[config.mk]
export PLATFORM = sky130hd
export DESIGN_NAME = multiplicador_secuencial
export DESIGN_NICKNAME = d
export VERILOG_FILES = /design/src/rtl/multiplicador_secuencial_pkg.sv /design/src/rtl/multiplicador_secuencial_valor_absoluto.sv /design/src/rtl/multiplicador_secuencial.sv
export SDC_FILE = /design/constraint.sdc
export NUM_CORES = 1
export LEC_CHECK = 0
export ABC_AREA = 1
export BUFFER_PORTS_ARGS = -buffer_cell sky130_fd_sc_hd__buf_2
export CELL_PAD_IN_SITES_DETAIL_PLACEMENT = 1
export CELL_PAD_IN_SITES_GLOBAL_PLACEMENT = 2
export CORE_UTILIZATION = 34
export CTS_CLUSTER_SIZE = 24
export DETAILED_ROUTE_END_ITERATION = 8
export GPL_TIMING_DRIVEN = 0
export PLACE_DENSITY = 0.86
export SYNTH_ARGS = -nofsm -noshare
export SYNTH_HDL_FRONTEND = slang
export SYNTH_SLANG_ARGS = --single-unit
[constraint.sdc]
create_clock -name clk -period 2.18 [get_ports clk]
set_input_delay 0.327 -clock clk [delete_from_list [all_inputs] [get_ports clk]]
set_output_delay 0.327 -clock clk [all_outputs]
set_load 0.01 [all_outputs]
[src/rtl/multiplicador_secuencial_pkg.sv]
// Shared defaults and FSM encoding for the sequential signed fixed-point multiplier.
package multiplicador_secuencial_pkg;

    localparam int unsigned ANCHO_DEF      = 16;
    localparam int unsigned RESOLUCION_DEF = 8;
    localparam int unsigned DOBLEANCHO_DEF = 2 * ANCHO_DEF;

    typedef enum logic [1:0] {
        REPOSO  = 2'd0,
        CALCULO = 2'd1,
        AJUSTE  = 2'd2
    } estado_e;

endpackage

[src/rtl/multiplicador_secuencial_valor_absoluto.sv]
// Two's-complement magnitude; -2^(W-1) maps to 2^(W-1), which fits as unsigned.
module multiplicador_secuencial_valor_absoluto #(
    parameter int unsigned ANCHO = 16
) (
    input  logic [ANCHO-1:0] valor,
    output logic [ANCHO-1:0] magnitud_c
);

    assign magnitud_c = valor[ANCHO-1] ? (~valor + ANCHO'(1)) : valor;

endmodule

[src/rtl/multiplicador_secuencial.sv]
// Radix-2 shift-add signed multiplier: sign-magnitude core, one multiplier bit per clock,
// deterministic ANCHO+2 cycle latency with a start/ready/valid handshake.
module multiplicador_secuencial
    import multiplicador_secuencial_pkg::*;
#(
    parameter int unsigned ANCHO = ANCHO_DEF
) (
    input  logic                 clk,
    input  logic                 reset_n,
    input  logic                 inicio,
    input  logic [ANCHO-1:0]     multiplicando,
    input  logic [ANCHO-1:0]     multiplicador,
    output logic                 listo,
    output logic [2*ANCHO-1:0]   producto,
    output logic                 valido
);

    localparam int unsigned DOBLEANCHO = 2 * ANCHO;
    localparam int unsigned CNT_W      = $clog2(ANCHO + 1);

    estado_e                estado_q, estado_d;
    logic [CNT_W-1:0]       cnt_q, cnt_d;
    logic [DOBLEANCHO-1:0]  mcand_q, mcand_d;
    logic [ANCHO-1:0]       mplier_q, mplier_d;
    logic [DOBLEANCHO-1:0]  acc_q, acc_d;
    logic                   signo_q, signo_d;
    logic [DOBLEANCHO-1:0]  producto_q, producto_d;
    logic                   valido_q, valido_d;
    logic                   listo_q, listo_d;
    logic [ANCHO-1:0]       mag_a_c, mag_b_c;

    multiplicador_secuencial_valor_absoluto #(.ANCHO(ANCHO)) u_abs_a (
        .valor      (multiplicando),
        .magnitud_c (mag_a_c)
    );

    multiplicador_secuencial_valor_absoluto #(.ANCHO(ANCHO)) u_abs_b (
        .valor      (multiplicador),
        .magnitud_c (mag_b_c)
    );

    // State and datapath registers
    always_ff @(posedge clk or negedge reset_n) begin
        if (!reset_n) begin
            estado_q   <= REPOSO;
            cnt_q      <= '0;
            mcand_q    <= '0;
            mplier_q   <= '0;
            acc_q      <= '0;
            signo_q    <= 1'b0;
            producto_q <= '0;
            valido_q   <= 1'b0;
            listo_q    <= 1'b1;
        end else begin
            estado_q   <= estado_d;
            cnt_q      <= cnt_d;
            mcand_q    <= mcand_d;
            mplier_q   <= mplier_d;
            acc_q      <= acc_d;
            signo_q    <= signo_d;
            producto_q <= producto_d;
            valido_q   <= valido_d;
            listo_q    <= listo_d;
        end
    end

    // Next-state and datapath control
    always_comb begin
        estado_d   = estado_q;
        cnt_d      = cnt_q;
        mcand_d    = mcand_q;
        mplier_d   = mplier_q;
        acc_d      = acc_q;
        signo_d    = signo_q;
        producto_d = producto_q;
        valido_d   = 1'b0;

        case (estado_q)
            REPOSO: begin
                if (inicio) begin
                    mcand_d  = DOBLEANCHO'(mag_a_c);
                    mplier_d = mag_b_c;
                    signo_d  = multiplicando[ANCHO-1] ^ multiplicador[ANCHO-1];
                    acc_d    = '0;
                    cnt_d    = '0;
                    estado_d = CALCULO;
                end
            end
            CALCULO: begin
                if (mplier_q[0]) begin
                    acc_d = acc_q + mcand_q;
                end
                mcand_d  = mcand_q << 1;
                mplier_d = mplier_q >> 1;
                cnt_d    = cnt_q + CNT_W'(1);
                if (cnt_q == CNT_W'(ANCHO - 1)) begin
                    estado_d = AJUSTE;
                end
            end
            AJUSTE: begin
                producto_d = signo_q ? (~acc_q + DOBLEANCHO'(1)) : acc_q;
                valido_d   = 1'b1;
                estado_d   = REPOSO;
            end
            default: begin
                estado_d = REPOSO;
            end
        endcase

        // Ready is registered: it reflects the state being entered.
        listo_d = (estado_d == REPOSO);
    end

    assign listo    = listo_q;
    assign producto = producto_q;
    assign valido   = valido_q;

endmodule

==> flow_summary.ini <==
[place]
place_hpwl_um = 21300
place_congestion = 0.812
io_buffers = 68
placed_cell_area_mm2 = 0.00921
place_inst = 1649
dpl_worst_slack_ns = -0.250

[yosys]
yosysUniqueCellTypes = 41
synth-edff-count = 0
syn-num-nets = 1328
synthFlopType = dfrtp_1
syn_inst = 1256
yosys_warnings = 0
synth_seq_cells = 122
yosysMostFrequentCell = nand2_1
yosys.area.top_type = dfrtp_1
synth_async_sr_flop_share = 1.00
yosysTopAreaCellShare = 0.359
avgSynthCellArea_um2 = 6.71
yosysSeqAreaShare = 0.362
synth_area_leaders = dfrtp_1 36%, nand2_1 19%, inv_1 8.9%
netlist_area_mm2 = 0.00843
synth_common_cells = 420 x nand2_1, 199 x inv_1, 121 x dfrtp_1

[timing]
period_needed_ns = 2.07
max_slew.worst_pin.slew_ns = 0.620
timing.setup.tns_ns = 0
period_share = 0.951
hold_viol = 0
setup_viol = 0
fin_skew_ns = 0.00811
timing.final.ws_setup_ns = 0.107
hold_slack_ns = 0.226
max-slew-margin-rel = 0.587
fmax_mhz = 482
drv_slew = 0

[routing]
drtIter0Drc = 294
first_pass_iters = 4
routed_wl_um = 26700
drc = 0
viasPerCell = 4.88
route.vias.total = 8222
routedWlPerCell_um = 15.8
ant_nets = 0

[critical_path]
crit_arrival_ns = 2.32
worst_setup_path_end_kind = flop
start_kind = flop
worstSetupPathType = flop to flop
cp.required_ns = 2.43
cp_max_fo = 8

[run]
cap_viol_max_count = 0

[floorplan]
core_region_area_mm2 = 0.0243
ioPinCount = 69
rows = 57
start_util = 0.347
die_h_um = 159
die_w_um = 159
dieArea_mm2 = 0.0254

[power]
p_per_area_mw_per_mm2 = 1450
ir_drop_mv = 0.538
leakage_nw = 5.24
total_power_mw = 14.4

[cells_and_area]
finalNonFillerCells = 1685
design_area_mm2 = 0.00993
syn_to_final_growth_pct = 17.8
final_util = 0.408
fillerInstances = 3167
diodes = 0
nets = 1420
final_layout_size_suffix_gt1_frac = 0.109

[grt]
antenna_found_initial = 0
grt.total_usage = 0.219
grt_pass1_wl_um = 43800
grt_pass1_vias = 8455
grt_max_degree = 92
grt-ovfl-total = 0

[clock_tree]
clk_pin_slew_ns = 0.05
clkLatencyLatePin_ns = 0.41
clkSinkCount = 122
cts_buffer_depth = 2
cts_tree = done
cts.htree.levels = 4
root_buffer = clkbuf_16
cts_made_buffers = 17

[outcome]
status = complete, no violations

[worst_hold_path]
hold_class = primary input to flop
flip-flops by register name, indices dropped and copies added (netlist names):
register	count
signo_q	1
mplier_q	16
acc_q	32
valido	1
estado_q	2
listo	1
mcand_q	32
producto	32
cnt_q	5
logic make-up (layout without fill, tap and decap cells):
group / after synthesis / count (layout) / synth area share
fa+ha+maj: 37 / 37 / 0.0558
xor+xnor: 29 / 29 / 0.0301
buf+inv: 235 / 340 / 0.107
compound gates: 195 / 195 / 0.135
flops: 122 / 122 / 0.362
simple gates: 638 / 638 / 0.310
power breakdown:
group | switching [mW] | internal [mW] | total, mW
sequential | 0.900 | 3.12 | 4.02
combinational | 4.98 | 2.60 | 7.58
clock | 1.01 | 1.79 | 2.79
total | 6.88 | 7.51 | 14.4
cell type report:
| class | instances | area [um^2] | area share |
|---|---|---|---|
| clock buffer | 23 | 448 | 0.0451 |
| clock inverter | 9 | 123 | 0.0124 |
| sequential | 122 | 3060 | 0.308 |
| multi-input combinational | 899 | 4590 | 0.462 |
| buffer | 30 | 129 | 0.0130 |
| timing repair buffer | 73 | 407 | 0.0410 |
| tap | 324 | 405 | 0.0408 |
| inverter | 205 | 769 | 0.0775 |
layout by cell type (no fill, tap or decap), types with 4 or more instances in the layout:
| master | count |
|---|---|
| a21oi_1 | 33 |
| ha_1 | 27 |
| o22ai_1 | 22 |
| dfrtp_1 | 118 |
| ha_4 | 6 |
| clkbuf_1 | 20 |
| o211ai_1 | 7 |
| buf_2 | 79 |
| xor2_1 | 25 |
| nor3_1 | 7 |
| o21bai_1 | 6 |
| nand3_1 | 96 |
| inv_2 | 7 |
| clkinv_2 | 5 |
| o21ai_1 | 7 |
| nand2_2 | 4 |
| o21ai_0 | 81 |
| a22oi_1 | 25 |
| nand4_1 | 8 |
| a31oi_1 | 4 |
| nor2_1 | 89 |
| nand2_1 | 416 |
| clkbuf_16 | 17 |
| xnor2_1 | 4 |
| inv_1 | 198 |
worst max-delay path, stage by stage, from the launching register on:
cell and delay (ns):
dfrtp_1 0.40, ha_1 0.30, clkbuf_2 0.16, or2_2 0.31, nand3_1 0.10, nand2_1 0.10
o21ai_0 0.32, o21ai_0 0.21
repair_timing:
action,in CTS,in global routing
endpoints found under the setup margin,8,22
endpoints found under the hold margin,31,0
buffers inserted,0,3
resized for setup,6,19
pin swaps,1,2
hold buffers,1,0
worst paths after layout:
kind	from	endpoint	slack, ns	depth (start not counted)
min in group asynchronous	reset_n	producto[27]	0.36	2
hold / removal	multiplicando[0]	mcand_q[0]	0.23	3
hold reg to reg	producto[30]	producto[30]	0.47	2
setup / recovery	mcand_q[2]	acc_q[7]	0.11	7
max in group asynchronous	reset_n	mcand_q[0]	1.02	3
setup reg to reg	mcand_q[2]	acc_q[7]	0.11	7
layer usage:
layer  wire (um)  global-route usage  vias to the layer above
met5           0                   0                        -
li1            -                   -                     4195
met4         435              0.0677                        0
met3         831              0.0260                       27
met2       13000               0.382                      104
met1       12500               0.282                     3896
Power figures use the tool's default switching activity.
